**config.mk**
```make
export PLATFORM = sky130hd
export DESIGN_NAME = unified_mem_arbiter
export DESIGN_NICKNAME = d
export VERILOG_FILES = /design/src/rtl/unified_mem_arbiter.sv
export SDC_FILE = /design/constraint.sdc
export NUM_CORES = 1
export LEC_CHECK = 0
export BUFFER_PORTS_ARGS = -buffer_cell sky130_fd_sc_hd__buf_2
export CORE_UTILIZATION = 44
export CTS_BUF_LIST = sky130_fd_sc_hd__clkbuf_8
export DETAILED_ROUTE_END_ITERATION = 8
export GPL_TIMING_DRIVEN = 0
export PLACE_DENSITY = 0.78
export SYNTH_ARGS = -nofsm -noshare
export SYNTH_HDL_FRONTEND = slang
export SYNTH_SLANG_ARGS = --single-unit
```
**constraint.sdc**
```tcl
create_clock -name clk -period 5 [get_ports clk]
set_input_delay 1.25 -clock clk [delete_from_list [all_inputs] [get_ports clk]]
set_output_delay 1.25 -clock clk [all_outputs]
set_load 0.01 [all_outputs]
```
**src/rtl/unified_mem_arbiter.sv**
```systemverilog
// -----------------------------------------------------------------------------
// unified_mem_arbiter
//
// Shares one single-port unified memory between the instruction-fetch (IF)
// port and the data (MEM-stage) port of the pipelined core. Accesses are
// serialised. Each granted access holds the memory for MEM_LATENCY cycles.
// One DONE cycle follows, in which the winner's done output pulses.
//
// Arbitration:
//   default        fixed priority, data port wins over IF (older instruction)
//   ARB_RR_EN      round-robin: on a simultaneous request the port that was
//                  not granted last wins; a single requester always wins
//
// Parameters:
//   MEM_LATENCY    cycles the memory needs with mem_en/address stable (1..15)
//   ADDR_WIDTH     byte-address width, passed through unmodified
//
// Ports:
//   clk, reset          rising-edge clock, asynchronous active-high reset
//   if_req/if_addr      fetch request (held until if_done) and address
//   if_done/if_rdata    one-cycle completion pulse, registered fetch data
//   if_stall            if_req & ~if_done
//   d_req/d_we/d_addr/d_wdata  data request, write enable, address, write data
//   d_done/d_rdata      one-cycle completion pulse, registered read data
//   d_stall             d_req & ~d_done
//   mem_en/mem_we       memory access strobe and write enable
//   mem_addr/mem_wdata  latched access address and write data
//   mem_rdata           memory read data, valid in the last BUSY cycle
//   conflict_cnt        saturating count of IDLE cycles with both ports requesting
// -----------------------------------------------------------------------------
module unified_mem_arbiter #(
  parameter int unsigned MEM_LATENCY = 2,
  parameter int unsigned ADDR_WIDTH  = 32
) (
  input  logic                  clk,
  input  logic                  reset,
  input  logic                  if_req,
  input  logic [ADDR_WIDTH-1:0] if_addr,
  output logic                  if_done,
  output logic [31:0]           if_rdata,
  output logic                  if_stall,
  input  logic                  d_req,
  input  logic                  d_we,
  input  logic [ADDR_WIDTH-1:0] d_addr,
  input  logic [31:0]           d_wdata,
  output logic                  d_done,
  output logic [31:0]           d_rdata,
  output logic                  d_stall,
  output logic                  mem_en,
  output logic                  mem_we,
  output logic [ADDR_WIDTH-1:0] mem_addr,
  output logic [31:0]           mem_wdata,
  input  logic [31:0]           mem_rdata,
  output logic [15:0]           conflict_cnt
);

  typedef enum logic [1:0] {
    IDLE = 2'd0,
    BUSY = 2'd1,
    DONE = 2'd2
  } state_t;

  localparam logic [3:0] CNT_LOAD = 4'(MEM_LATENCY - 1);

  state_t      state;
  state_t      state_nx;
  logic [3:0]  cnt;
  logic        grant_d;     // current access belongs to the data port
  logic        we_q;        // latched write enable of the current access
  logic [15:0] conflict_q;
  logic        pick_d;      // arbitration result for this IDLE cycle
  logic        any_req;

  assign any_req      = if_req | d_req;
  assign conflict_cnt = conflict_q;

  // ---------------------------------------------------------------------------
  // Arbitration
  // ---------------------------------------------------------------------------
`ifdef ARB_RR_EN
  logic last_d;             // last grant went to the data port

  // Port not granted last wins a tie; a lone requester always wins.
  always_comb begin
    pick_d = d_req & (~if_req | ~last_d);
  end

  always_ff @(posedge clk or posedge reset) begin
    if (reset) begin
      last_d <= 1'b0;
    end else if (state == IDLE && any_req) begin
      last_d <= pick_d;
    end
  end
`else
  always_comb begin
    pick_d = d_req;
  end
`endif

  // ---------------------------------------------------------------------------
  // FSM: state register
  // ---------------------------------------------------------------------------
  // NOTE: sequential state is updated with non-blocking assignments so every
  // register samples pre-edge values regardless of process ordering.
  always_ff @(posedge clk or posedge reset) begin
    if (reset) begin
      state <= IDLE;
    end else begin
      state <= state_nx;
    end
  end

  // ---------------------------------------------------------------------------
  // FSM: next-state logic
  // ---------------------------------------------------------------------------
  // NOTE: every signal written in always_comb gets a default first, so no
  // path can leave it unassigned and infer a latch.
  always_comb begin
    state_nx = state;
    case (state)
      IDLE:    if (any_req) state_nx = BUSY;
      BUSY:    if (cnt == 4'd0) state_nx = DONE;
      DONE:    state_nx = IDLE;
      default: state_nx = IDLE;
    endcase
  end

  // ---------------------------------------------------------------------------
  // FSM: outputs (decoded from state so reset drops them immediately)
  // ---------------------------------------------------------------------------
  always_comb begin
    mem_en  = 1'b0;
    mem_we  = 1'b0;
    if_done = 1'b0;
    d_done  = 1'b0;
    case (state)
      BUSY: begin
        mem_en = 1'b1;
        mem_we = we_q;
      end
      DONE: begin
        if_done = ~grant_d;
        d_done  = grant_d;
      end
      default: ;
    endcase
  end

  assign if_stall = if_req & ~if_done;
  assign d_stall  = d_req & ~d_done;

  // ---------------------------------------------------------------------------
  // Datapath: grant latches, latency counter, read-data capture, conflict count
  // ---------------------------------------------------------------------------
  always_ff @(posedge clk or posedge reset) begin
    if (reset) begin
      cnt        <= '0;
      grant_d    <= 1'b0;
      we_q       <= 1'b0;
      mem_addr   <= '0;
      mem_wdata  <= '0;
      if_rdata   <= '0;
      d_rdata    <= '0;
      conflict_q <= '0;
    end else begin
      case (state)
        IDLE: begin
          if (if_req && d_req && conflict_q != 16'hFFFF) begin
            conflict_q <= conflict_q + 16'd1;
          end
          if (any_req) begin
            grant_d  <= pick_d;
            we_q     <= pick_d & d_we;
            mem_addr <= pick_d ? d_addr : if_addr;
            if (pick_d) begin
              mem_wdata <= d_wdata;
            end
            cnt <= CNT_LOAD;
          end
        end
        BUSY: begin
          if (cnt != 4'd0) begin
            cnt <= cnt - 4'd1;
          end else if (grant_d) begin
            // Data-port writes leave d_rdata untouched.
            if (!we_q) begin
              d_rdata <= mem_rdata;
            end
          end else begin
            if_rdata <= mem_rdata;
          end
        end
        default: ;
      endcase
    end
  end

endmodule

```
==> impl_results.html <==
<table>
<tr><th>Metric</th><th>Value</th></tr>
<tr><th colspan="2">Yosys</th></tr>
<tr><td>Mean cell area of the mapped netlist</td><td>14.0 um^2</td></tr>
<tr><td>Library cells used by synthesis</td><td>44</td></tr>
<tr><td>Netlist area before placement</td><td>6370 um^2</td></tr>
<tr><td>Post-synthesis cell count</td><td>456</td></tr>
<tr><td>Synth warn</td><td>0</td></tr>
<tr><td>Seq cells post-synth</td><td>152</td></tr>
<tr><td>Number of nets produced by synthesis</td><td>592</td></tr>
<tr><td>Post-synthesis sequential area ratio</td><td>0.597</td></tr>
<tr><th colspan="2">Layout</th></tr>
<tr><td>Most frequent cells in the layout</td><td>289 x sky130_fd_sc_hd__buf_2, 152 x sky130_fd_sc_hd__dfrtp_1, 65 x sky130_fd_sc_hd__mux2_2</td></tr>
<tr><td>Nets@finish</td><td>895</td></tr>
<tr><td>Filler Cells Inserted</td><td>1146</td></tr>
<tr><td>Share of layout cells above drive strength 1</td><td>0.566</td></tr>
<tr><td>Most common library cell in the layout ignoring fill and taps</td><td>sky130_fd_sc_hd__buf_2</td></tr>
<tr><td>Layout Cells excl Fill</td><td>952</td></tr>
<tr><td>Number of inserted diodes</td><td>0</td></tr>
<tr><td>Area added between synthesis and finish</td><td>33.7%</td></tr>
<tr><th colspan="2">GRT</th></tr>
<tr><td>Number of global-route vias before repair</td><td>4924</td></tr>
<tr><td>Total global routing overflow</td><td>0</td></tr>
<tr><td>Global-route wire length before repair</td><td>23.8 mm</td></tr>
<tr><td>Initial antenna violation count</td><td>0</td></tr>
<tr><td>Maximum number of pins on one net before global-route repair</td><td>43</td></tr>
<tr><td>Global router's overall resource usage</td><td>0.208</td></tr>
<tr><th colspan="2">Pwr</th></tr>
<tr><td>Power density over the cells</td><td>615 nW/um^2</td></tr>
<tr><td>Leakage dissipation</td><td>4.42 nW</td></tr>
<tr><td>Worst IR Drop VDD</td><td>0.359 mV</td></tr>
<tr><th colspan="2">Worst setup path</th></tr>
<tr><td>Register-to-register setup slack</td><td>2.85 ns</td></tr>
<tr><td>Most repeated library cell on the critical path</td><td>sky130_fd_sc_hd__buf_2</td></tr>
<tr><td>Req. time, crit path</td><td>3.75 ns</td></tr>
<tr><td>Kind of start point of the critical path</td><td>input port</td></tr>
<tr><td>CP max FO</td><td>10</td></tr>
<tr><td>Cells along the critical path</td><td>buf_2 -&gt; buf_1 -&gt; nor2b_1 -&gt; buf_2</td></tr>
<tr><td>Crit. End Element</td><td>output pin</td></tr>
<tr><td>Path type of the worst setup path</td><td>input port to output pin</td></tr>
<tr><td>Critical-path cell with the highest stage delay</td><td>sky130_fd_sc_hd__buf_1</td></tr>
<tr><td>Crit path arrival time</td><td>2.37 ns</td></tr>
<tr><td>Peak per-stage delay on the critical path</td><td>0.54 ns</td></tr>
<tr><th colspan="2">Clock tree</th></tr>
<tr><td>Clk_lat worst skew</td><td>0.44 ns</td></tr>
<tr><td>TritonCTS clock tree</td><td>yes</td></tr>
<tr><td>Post-CTS resize count</td><td>0</td></tr>
<tr><td>Maximum clock insertion buffer count</td><td>2</td></tr>
<tr><td>Register clock-pin slew on the reported worst setup and hold paths</td><td>0.09 ns</td></tr>
<tr><td>Root buffer cell</td><td>sky130_fd_sc_hd__clkbuf_8</td></tr>
<tr><td>Number of buffers inserted by hold repair at cts</td><td>0</td></tr>
<tr><td>Number of sinks driven by the clock tree</td><td>152</td></tr>
<tr><td>Post-CTS setup-driven buffer insertion count</td><td>0</td></tr>
<tr><td>Number of H-tree branching levels</td><td>4</td></tr>
<tr><td>Number of clock buffers inserted by TritonCTS</td><td>17</td></tr>
<tr><th colspan="2">STA</th></tr>
<tr><td>Period utilisation layout</td><td>0.724</td></tr>
<tr><td>Slew headroom</td><td>0.403</td></tr>
<tr><td>Unrepaired setup endpoints after global routing</td><td>no</td></tr>
<tr><td>Maximum clock frequency</td><td>0.276 GHz</td></tr>
<tr><td>Clock skew after layout</td><td>0.0166 ns</td></tr>
<tr><td>Final setup violating endpoints</td><td>0</td></tr>
<tr><td>Worst hold margin</td><td>0.481 ns</td></tr>
<tr><td>Final max-slew violation count</td><td>0</td></tr>
<tr><td>Setup TNS Final</td><td>0 ns</td></tr>
<tr><td>Fin crit period</td><td>3.62 ns</td></tr>
<tr><td>Final hold vios</td><td>0</td></tr>
<tr><td>Slew at the pin closest to its max-slew limit</td><td>0.894 ns</td></tr>
<tr><td>Crit path setup slack, layout</td><td>1.38 ns</td></tr>
<tr><th colspan="2">Place</th></tr>
<tr><td>Placement Setup Slack</td><td>1.36 ns</td></tr>
<tr><td>Port buffer count</td><td>281</td></tr>
<tr><td>Inst Count DP</td><td>920</td></tr>
<tr><td>Estimated wirelength of the detail-placed design</td><td>11.8 mm</td></tr>
<tr><td>Global placer's final weighted congestion</td><td>0.769</td></tr>
<tr><th colspan="2">Die</th></tr>
<tr><td>Initial Utilization</td><td>0.456</td></tr>
<tr><td>IO Count</td><td>283</td></tr>
<tr><td>Floorplan die width</td><td>122 um</td></tr>
<tr><td>Placement row count</td><td>43</td></tr>
<tr><td>Die ar.</td><td>15000 um^2</td></tr>
<tr><td>Vert. Die Dim</td><td>122 um</td></tr>
<tr><td>Core area</td><td>14000 um^2</td></tr>
<tr><th colspan="2">Routing</th></tr>
<tr><td>Average wire per cell in the routed design</td><td>16.0 um</td></tr>
<tr><td>Via count</td><td>4742</td></tr>
<tr><td>Final routed wirelength across all metal layers</td><td>15.3 mm</td></tr>
<tr><td>Post-route ant nets</td><td>0</td></tr>
<tr><td>Number of DRC markers after the initial detailed-route iteration</td><td>145</td></tr>
<tr><td>Number of DRC violations after detailed routing</td><td>0</td></tr>
<tr><td>Pre-antenna DRT Iters</td><td>5</td></tr>
<tr><td>Number of vias per cell</td><td>4.98</td></tr>
<tr><th colspan="2">Outcome</th></tr>
<tr><td>Outcome</td><td>finished clean</td></tr>
<tr><th colspan="2">Run</th></tr>
<tr><td>Max cap viols</td><td>0</td></tr>
<tr><th colspan="2">Worst hold path</th></tr>
<tr><td>Class of the most critical hold timing path</td><td>flop to flop</td></tr>
</table>
[per-stage QoR]
stage / cell area (um^2) / util / total power [mW]
3_5_place_dp: 8070 / 0.577 / 4.25
3_3_place_gp: 8010 / 0.573 / 4.13
5_1_grt: 8520 / 0.609 / 5.59
2_1_floorplan: 6380 / - / 3.36
4_1_cts: 8520 / 0.609 / 5.30
6_report: 8520 / 0.609 / 5.24
[metal layers]
layer / GRT usage / part of all wire
met1: 0.235 / 0.39
met2: 0.364 / 0.52
met3: 0.0660 / 0.070
met4: 0.0831 / 0.022
met5: 0 / 0
[synth_stat cells (all sizes together)]
cell type / count / share of area
a21o: 1 / 0.0012
o41ai: 1 / 0.0043
clkbuf: 5 / 0.0029
nor2: 10 / 0.0071
o21a: 1 / 0.0012
nand3: 7 / 0.0063
nand3b: 1 / 0.0031
and3b: 1 / 0.0014
nand2b: 1 / 0.00098
a22o: 1 / 0.0014
nand4: 6 / 0.0069
buf: 16 / 0.016
nor3b: 1 / 0.0012
or4: 1 / 0.0018
or3b: 1 / 0.0018
o21ai: 35 / 0.027
and4: 1 / 0.0014
xor2: 8 / 0.011
dfrtp: 152 / 0.60
o31ai: 2 / 0.0024
inv: 4 / 0.0024
nor3: 4 / 0.0057
nand2: 47 / 0.028
and2: 2 / 0.0020
and3: 1 / 0.00098
o41a: 1 / 0.0018
ha: 3 / 0.0059
mux2: 97 / 0.19
and4bb: 1 / 0.0020
xnor2: 8 / 0.011
nor2b: 2 / 0.0020
nor4: 2 / 0.0029
mux2i: 32 / 0.050
[critical path: cells and delay by family]
family | cells | cell delay, ns
buf+inv | 3 | 0.90
simple gates | 1 | 0.21
[state kept, by name, summed over array words and instances (netlist names)]
name / cells
d_rdata: 32
if_rdata: 32
state: 2
mem_addr: 32
grant_d: 1
mem_wdata: 32
we_q: 1
conflict_cnt: 16
cnt: 4
[kinds of logic (layout without fill, tap and decap cells)]
group / Yosys count / count (layout) / synth area share
adders and majority gates: 3 / 3 / 0.00589
buffers and inverters: 25 / 341 / 0.0216
muxes: 129 / 129 / 0.239
and+or+nand+nor: 89 / 89 / 0.0750
AOI/OAI and AO/OA: 42 / 42 / 0.0396
DFF: 152 / 152 / 0.597
xor gates and xnor gates: 16 / 16 / 0.0220
[worst paths after layout]
kind,startpoint,end,cells after the start
min in group asynchronous,reset,if_rdata[1],2
max,d_req,d_stall,4
max in group asynchronous,reset,conflict_cnt[5],3
max reg2reg,cnt[0],if_rdata[30],6
min,mem_addr[10],mem_addr[10],2
min reg2reg,mem_addr[10],mem_addr[10],2
[report_power, final]
| group | leakage, nW | internal (mW) | switching, mW |
|---|---|---|---|
| clock network | 0.223 | 0.576 | 0.464 |
| registers | 1.83 | 1.80 | 0.328 |
| logic | 2.36 | 1.06 | 1.01 |
| total | 4.42 | 3.44 | 1.81 |
[cell type report]
type	count	area (um^2)	share of cell area
Tap cell	180	225	0.0264
Multi-Input combinational cell	279	2430	0.285
Clock buffer	19	262	0.0307
Clock inverter	13	193	0.0226
Timing Repair Buffer	284	1470	0.172
Sequential cell	152	3800	0.446
Inverter	4	18.8	0.00220
Buffer	21	123	0.0144
(Power assumes the default switching activity.)
